`config.mk`:
```
export PLATFORM = sky130hd
export DESIGN_NAME = free_list
export DESIGN_NICKNAME = d
export VERILOG_FILES = /design/src/rtl/free_list.sv
export SDC_FILE = /design/constraint.sdc
export NUM_CORES = 2
export LEC_CHECK = 0
export CORE_ASPECT_RATIO = 0.75
export CORE_MARGIN = 1
export CORE_UTILIZATION = 38
export DETAILED_ROUTE_END_ITERATION = 10
export GPL_TIMING_DRIVEN = 0
export SYNTH_ARGS = -nofsm -noshare
export SYNTH_HDL_FRONTEND = slang
export SYNTH_SLANG_ARGS = --single-unit
```
`constraint.sdc`:
```
create_clock -name clk -period 21.2 [get_ports clk]
set_input_delay 5.3 -clock clk [delete_from_list [all_inputs] [get_ports clk]]
set_output_delay 5.3 -clock clk [all_outputs]
set_load 0.1 [all_outputs]
```
`src/rtl/free_list.sv`:
```
// Physical register free list: circular buffer of free IDs with multi-slot
// zero-latency allocation, in-order release, and checkpointed head rollback.

module free_list_lane #(
  parameter int FL_SIZE = 96,
  parameter int IDX_W   = 7,
  parameter int OFS_W   = 2
) (
  input  logic [IDX_W-1:0] hd_idx_i,
  input  logic [OFS_W-1:0] rd_ofs_i,
  input  logic [IDX_W-1:0] tl_idx_i,
  input  logic [OFS_W-1:0] wr_ofs_i,
  output logic [IDX_W-1:0] rd_idx_o,
  output logic [IDX_W-1:0] wr_idx_o
);
  localparam int W = IDX_W + 1;

  function automatic logic [IDX_W-1:0] mod_add(input logic [IDX_W-1:0] b,
                                               input logic [OFS_W-1:0] o);
    logic [W-1:0] s;
    s = W'(b) + W'(o);
    if (s >= W'(FL_SIZE)) s = s - W'(FL_SIZE);
    return s[IDX_W-1:0];
  endfunction

  assign rd_idx_o = mod_add(hd_idx_i, rd_ofs_i);
  assign wr_idx_o = mod_add(tl_idx_i, wr_ofs_i);
endmodule

module free_list #(
  parameter int P_ADDR_WIDTH = 7,
  parameter int L_ADDR_WIDTH = 5,
  parameter int C_NUM        = 4,
  parameter int INSTR_COUNT  = 2
) (
  input  logic                                           clk,
  input  logic                                           rst_n,
  input  logic [INSTR_COUNT-1:0]                         alloc_en,
  output logic [INSTR_COUNT-1:0][P_ADDR_WIDTH-1:0]       alloc_data,
  output logic                                           alloc_ready,
  input  logic [INSTR_COUNT-1:0]                         release_en,
  input  logic [INSTR_COUNT-1:0][P_ADDR_WIDTH-1:0]       release_data,
  input  logic                                           take_checkpoint,
  input  logic [INSTR_COUNT-1:0]                         instr_to_checkpoint,
  input  logic                                           restore_checkpoint,
  input  logic [$clog2(C_NUM)-1:0]                       new_checkpoint,
  output logic [$clog2(2**P_ADDR_WIDTH-2**L_ADDR_WIDTH+1)-1:0] free_count,
  output logic                                           overflow_err
);
  localparam int FL_SIZE = 2**P_ADDR_WIDTH - 2**L_ADDR_WIDTH;
  localparam int IDX_W   = $clog2(FL_SIZE);
  localparam int CNT_W   = $clog2(FL_SIZE + 1);
  localparam int OFS_W   = $clog2(INSTR_COUNT + 1);
  localparam int CK_W    = $clog2(C_NUM);
  localparam int W       = CNT_W + 1;

  typedef struct packed {
    logic             wrap;
    logic [IDX_W-1:0] idx;
  } ptr_t;

  logic [FL_SIZE-1:0][P_ADDR_WIDTH-1:0] buf_q;
  ptr_t                                 head_q, head_d, tail_q, tail_d, ck_head;
  ptr_t [C_NUM-1:0]                     ckpt_q;
  logic [CK_W-1:0]                      ckpt_ptr_q, ckpt_ptr_d;
  logic                                 ovf_q;

  logic [W-1:0]                         cnt_w;
  logic                                 alloc_go, ck_go, ovf_set, ck_seen;
  logic [OFS_W-1:0]                     rd_acc, wr_acc, ck_cnt, n_alloc;
  logic [INSTR_COUNT-1:0][OFS_W-1:0]    rd_ofs, wr_ofs;
  logic [INSTR_COUNT-1:0][IDX_W-1:0]    rd_idx, wr_idx;
  logic [INSTR_COUNT-1:0]               wr_en, ck_mask;

  function automatic ptr_t ptr_adv(input ptr_t p, input logic [OFS_W-1:0] n);
    logic [W-1:0] s;
    ptr_t         r;
    r = p;
    s = W'(p.idx) + W'(n);
    if (s >= W'(FL_SIZE)) begin
      s      = s - W'(FL_SIZE);
      r.wrap = ~p.wrap;
    end
    r.idx = s[IDX_W-1:0];
    return r;
  endfunction

  function automatic logic [CK_W-1:0] ck_inc(input logic [CK_W-1:0] c);
    return (c == CK_W'(C_NUM - 1)) ? '0 : c + CK_W'(1);
  endfunction

  // Equal wrap bits mean tail has not lapped head; otherwise it is one lap ahead.
  assign cnt_w        = (head_q.wrap == tail_q.wrap)
                      ? W'(tail_q.idx) - W'(head_q.idx)
                      : W'(FL_SIZE) - W'(head_q.idx) + W'(tail_q.idx);
  assign free_count   = cnt_w[CNT_W-1:0];
  assign alloc_ready  = (cnt_w >= W'(INSTR_COUNT));
  assign overflow_err = ovf_q;

  always_comb begin
    alloc_go = alloc_ready & ~restore_checkpoint;
    ck_go    = take_checkpoint & ~restore_checkpoint;
    rd_acc   = '0;
    wr_acc   = '0;
    ck_cnt   = '0;
    ck_seen  = 1'b0;
    ovf_set  = 1'b0;
    rd_ofs   = '0;
    wr_ofs   = '0;
    wr_en    = '0;
    ck_mask  = '0;
    for (int i = 0; i < INSTR_COUNT; i++) begin
      rd_ofs[i] = rd_acc;
      if (alloc_en[i]) rd_acc = rd_acc + OFS_W'(1);
      wr_ofs[i] = wr_acc;
      if (release_en[i]) begin
        // A release into an already-full list would overwrite a live entry.
        if (cnt_w + W'(wr_acc) >= W'(FL_SIZE)) ovf_set = 1'b1;
        else begin
          wr_en[i] = 1'b1;
          wr_acc   = wr_acc + OFS_W'(1);
        end
      end
    end
    for (int i = INSTR_COUNT - 1; i >= 0; i--) begin
      ck_seen    = ck_seen | instr_to_checkpoint[i];
      ck_mask[i] = ck_seen;
    end
    for (int i = 0; i < INSTR_COUNT; i++)
      if (alloc_go && alloc_en[i] && ck_mask[i]) ck_cnt = ck_cnt + OFS_W'(1);
    n_alloc    = alloc_go ? rd_acc : '0;
    ck_head    = ptr_adv(head_q, ck_cnt);
    head_d     = restore_checkpoint ? ckpt_q[new_checkpoint] : ptr_adv(head_q, n_alloc);
    tail_d     = ptr_adv(tail_q, wr_acc);
    ckpt_ptr_d = restore_checkpoint ? ck_inc(new_checkpoint)
               : ck_go              ? ck_inc(ckpt_ptr_q) : ckpt_ptr_q;
  end

  for (genvar g = 0; g < INSTR_COUNT; g++) begin : g_lane
    free_list_lane #(.FL_SIZE(FL_SIZE), .IDX_W(IDX_W), .OFS_W(OFS_W)) u_lane (
      .hd_idx_i (head_q.idx),
      .rd_ofs_i (rd_ofs[g]),
      .tl_idx_i (tail_q.idx),
      .wr_ofs_i (wr_ofs[g]),
      .rd_idx_o (rd_idx[g]),
      .wr_idx_o (wr_idx[g])
    );
    assign alloc_data[g] = buf_q[rd_idx[g]];
  end

  always_ff @(posedge clk or negedge rst_n) begin
    if (!rst_n) begin
      for (int j = 0; j < FL_SIZE; j++) buf_q[j] <= P_ADDR_WIDTH'(2**L_ADDR_WIDTH + j);
      head_q     <= '{wrap: 1'b0, idx: '0};
      tail_q     <= '{wrap: 1'b1, idx: '0};
      ckpt_ptr_q <= '0;
      ovf_q      <= 1'b0;
    end else begin
      for (int i = 0; i < INSTR_COUNT; i++)
        if (wr_en[i]) buf_q[wr_idx[i]] <= release_data[i];
      head_q     <= head_d;
      tail_q     <= tail_d;
      ckpt_ptr_q <= ckpt_ptr_d;
      ovf_q      <= ovf_q | ovf_set;
    end
  end

  // Checkpoint slots carry no reset value; restoring an unwritten slot is illegal.
  always_ff @(posedge clk) begin
    if (ck_go) ckpt_q[ckpt_ptr_q] <= ck_head;
  end
endmodule

```
==> key figures <==
Min path
  • WHS Path Cells: 1
  • Min-Delay Path Class: flip-flop to flip-flop

Synth
  • Mux contribution to synthesized area: 49.6%
  • Synth Instances: around 3,600
  • Post-Synth XOR/XNOR Area: less than 1%
  • Yosys reg bits: a little over 700
  • Post-synth ARST share: 95.6%
  • Post-Syn Area: around 0.051 mm2
  • Syn nets: about 3,700
  • Mapped Avg Cell Area: around 14 um2
  • Sequential element share of the synthesized area: 36.4%
  • Number of synthesized flops with an enable pin: 32
  • Yosys Warn Count: 0
  • Post-Synth Simple-Gate Area: between 7 and 8%
  • Main combinational cell family by area after synthesis: multiplexers
  • Synth Area in Adders: about 1.3%
  • Yosys cell types: 87
  • Synth Flop Type: dfstp_2
  • Compound-cell area share of the yosys netlist: under 10%

Routing
  • Post-route DRC: 0
  • Vias per std cell: 6.52
  • Routed Antenna Nets: 0
  • Via count: 36,200
  • Initial drt markers: around 4,700
  • Drt pass-1 iters: 5
  • WL/cell: roughly 37 um
  • Detailed Route WL: between 200 and 250 mm

Critical path
  • Crit path max fanout: 10
  • Crit start category: input pin
  • Reg2Reg Setup Slack: 10.05 ns
  • R2R Path Start: head_q[1]
  • Buf+Inv Stages, Crit Path: 6
  • Worst path cell trace: clkdlybuf4s50_1, ha_1, ha_1, clkbuf_1, clkbuf_1, buf_1, clkbuf_1, mux4_2, mux4_2, mux2i_1, o22ai_1, clkdlybuf4s50_1
  • CP endpoint: alloc_data[13]
  • Reg-to-Reg End: tail_q[6]
  • Most Frequent Cell on Critical Path: clkbuf_1
  • Levels on crit path: 12
  • Crit Path Class: input pin to primary output
  • Worst path required time: roughly 16 ns
  • CP endpoint kind: primary output
  • R2R cell count: 38
  • CP peak stage delay: 1.09 ns
  • Slowest cell on crit path: clkdlybuf4s50_1
  • Worst EP arrival: roughly 13 ns
  • CP top delay family: buffers and inverters
  • CP Launch Point: alloc_en[0]

Clocking
  • CTS tree: built
  • H-tree Lvls: 3
  • # resized after CTS: 0
  • Clock transition at path regs: around 0.07 ns
  • CTS buffer count: 81
  • Longest Clk Path Bufs: 3
  • Root Buffer: clkbuf_16
  • Hold buffers post-CTS: 0
  • Clk_lat worst skew: around 0.73 ns
  • Post-CTS Setup Inserts: 0
  • Count of clock tree sinks: a little over 700

GRT
  • Total grt overflow: 0
  • Largest net degree at the start of global routing: about 110
  • Initial antenna violation count: 21
  • Vias in the first global route: roughly 35,000
  • First-pass GRT wire length: roughly 280 mm
  • GRT Resource Usage Total: between 20 and 30%

Cells and area
  • Final net count: about 3,800
  • Layout cells sized above 1: between 60% and 70%
  • Multi-input gate area: 0.0310 mm2
  • Area grow syn2layout: 10.6%
  • # fillers: 12,300
  • End-of-flow core utilization: a little over two fifths
  • Final Instance Area: about 0.057 mm2
  • Storage cell area: 0.0187 mm2
  • Final std cells w/o fill: 5,558

Timing
  • Final Max Tran Viols: 55
  • RSZ-0062 raised after global routing: no
  • Minimum clock period: between 15 and 20 ns
  • Worst-margin pin slew: approximately 1.7 ns
  • Endpoints failing setup: 0
  • Fin Clk Skew: between 0.03 and 0.04 ns
  • Hold WS: 0.591 ns
  • Relative slew margins: -10.2%
  • Final period utilization: between 80% and 90%
  • FMAX: ~56 MHz
  • Final hold vios: 0

Floorplan
  • Initial Util: just under 40%
  • Die Area: between 0.1 and 0.15 mm2
  • I/O pin total: 49
  • Die W: 427 um
  • Floorplan Core Area: ~0.13 mm2
  • Die Y-Extent: 321 um
  • FP Rows: 116

Outcome
  • Failing checks: max-capacitance violations, max-slew violations
  • Status: finished, violations left

Pwr
  • PwrDens: 102 mW/mm2
  • Leakage: around 24 nW
  • Peak VDD IR: around 180 uV
  • Final Power: roughly 5.8 mW

Placed design
  • Post-DP HPWL: 152 mm
  • IO buf count: 33
  • GPL Wtd Cong: between 1 and 1.5
  • Placed cell count: around 5,400
  • Placed inst area: ~0.054 mm2

Run
  • Max-cap violations: 6
==> where the power goes <==
part | internal, mW | leakage (nW) | total (mW) | switching [mW]
Clock | 0.818 | 1.32 | 1.48 | 0.661
Combinational | 0.894 | 13.9 | 2.57 | 1.68
Sequential | 1.60 | 8.51 | 1.73 | 0.132
==> registers in the layout, indices dropped and copies added (netlist names) <==
name	count
buf_q	672
ckpt_q	32
head_q	8
tail_q	8
ckpt_ptr_q	2
overflow_err	1
==> Yosys cell counts (6+ instances only) <==
library cell,count,area share [%]
nor4_1,18,0.22
nand3_2,43,0.84
nor4_4,8,0.33
mux2_2,1197,26
inv_1,34,0.25
nand2_1,103,0.75
dfstp_2,369,19
mux2_4,119,3.5
nor2b_1,9,0.11
a21oi_1,12,0.12
ha_1,38,0.92
dfrtp_1,322,16
o22ai_1,10,0.12
a311o_1,7,0.14
mux4_2,428,19
or3_1,31,0.38
edfxtp_1,32,1.9
buf_1,46,0.34
buf_4,6,0.087
nor3_2,8,0.16
nor2_1,72,0.53
xnor2_1,24,0.41
and2_1,8,0.097
nor3_4,35,1.1
mux2i_1,19,0.37
mux2_1,37,0.81
and3_1,14,0.17
nor3_1,9,0.087
nor4_2,15,0.36
nand3_4,29,0.99
xor2_1,10,0.17
buf_6,23,0.50
nand4_1,9,0.11
buf_8,6,0.18
fa_1,9,0.35
o21ai_0,42,0.41
buf_2,31,0.30
nand4_4,7,0.29
nand3_1,33,0.32
clkbuf_1,234,1.7
==> per-layer routing <==
layer | wire, um | share of wire (%) | up-vias | GRT usage (%)
met4 | 9510 | 4.7 | 10 | 12.2
met2 | 81100 | 40 | 2225 | 39.2
met3 | 26300 | 13 | 422 | 11.6
li1 | - | - | 14200 | -
met5 | 59 | 0.029 | - | 0
met1 | 87400 | 43 | 19400 | 43.0
==> cells in the final DEF (no fill, tap or decap), types with 13 or more instances in the layout <==
cell,netlist,routed
buf_2,31,40
nor3_4,35,35
edfxtp_1,32,32
buf_6,23,23
clkinv_2,0,15
nor4_2,15,15
clkdlybuf4s50_1,0,32
mux2_4,119,119
or3_1,31,31
nand3_4,29,29
xnor2_1,24,24
nor2_1,72,72
ha_1,38,38
and3_1,14,14
clkbuf_1,234,251
o21ai_0,42,42
dfrtp_1,322,322
diode_2,0,13
nor4_1,18,18
inv_1,34,34
nand3_2,43,43
dfstp_2,369,369
buf_1,46,35
nand2_1,103,103
clkbuf_16,0,83
mux2_1,37,37
clkbuf_8,0,19
nand3_1,33,33
mux2i_1,19,19
mux2_2,1197,1197
mux4_2,428,428
==> worst min-delay path by stage <==
stage | start | end
2_1_floorplan | tail_q[7] | tail_q[7]
3_3_place_gp | tail_q[7] | tail_q[7]
3_5_place_dp | tail_q[7] | tail_q[7]
4_1_cts | tail_q[7] | tail_q[7]
5_1_grt | tail_q[7] | tail_q[7]
6_report | tail_q[7] | tail_q[7]
==> layout make-up <==
cell class                      count  area share [%]
Tap cell                         1770            3.89
Inverter                           35           0.231
Buffer                            351            2.92
Antenna cell                       13          0.0571
Clock buffer                      124            4.25
Sequential cell                   723            32.9
Multi-Input combinational cell   2473            54.4
Clock inverter                     28           0.442
Timing Repair Buffer               41           0.932
==> logic make-up after synthesis <==
kind of cell,Yosys count
AOI/OAI and AO/OA,115
and+or+nand+nor,475
adders and majority gates,47
muxes,1800
DFF,723
buffers and inverters,386
xor gates and xnor gates,36
==> stage by stage <==
stage / TNS (ns) / setup slack, ns
2_1_floorplan: 0 / 6.78
3_5_place_dp: 0 / 3.77
6_report: 0 / 3.37
4_1_cts: 0 / 3.77
5_1_grt: 0 / 3.58
3_3_place_gp: -9029.57 / -18.56
Note: power is estimated with default switching activity, not from simulation.
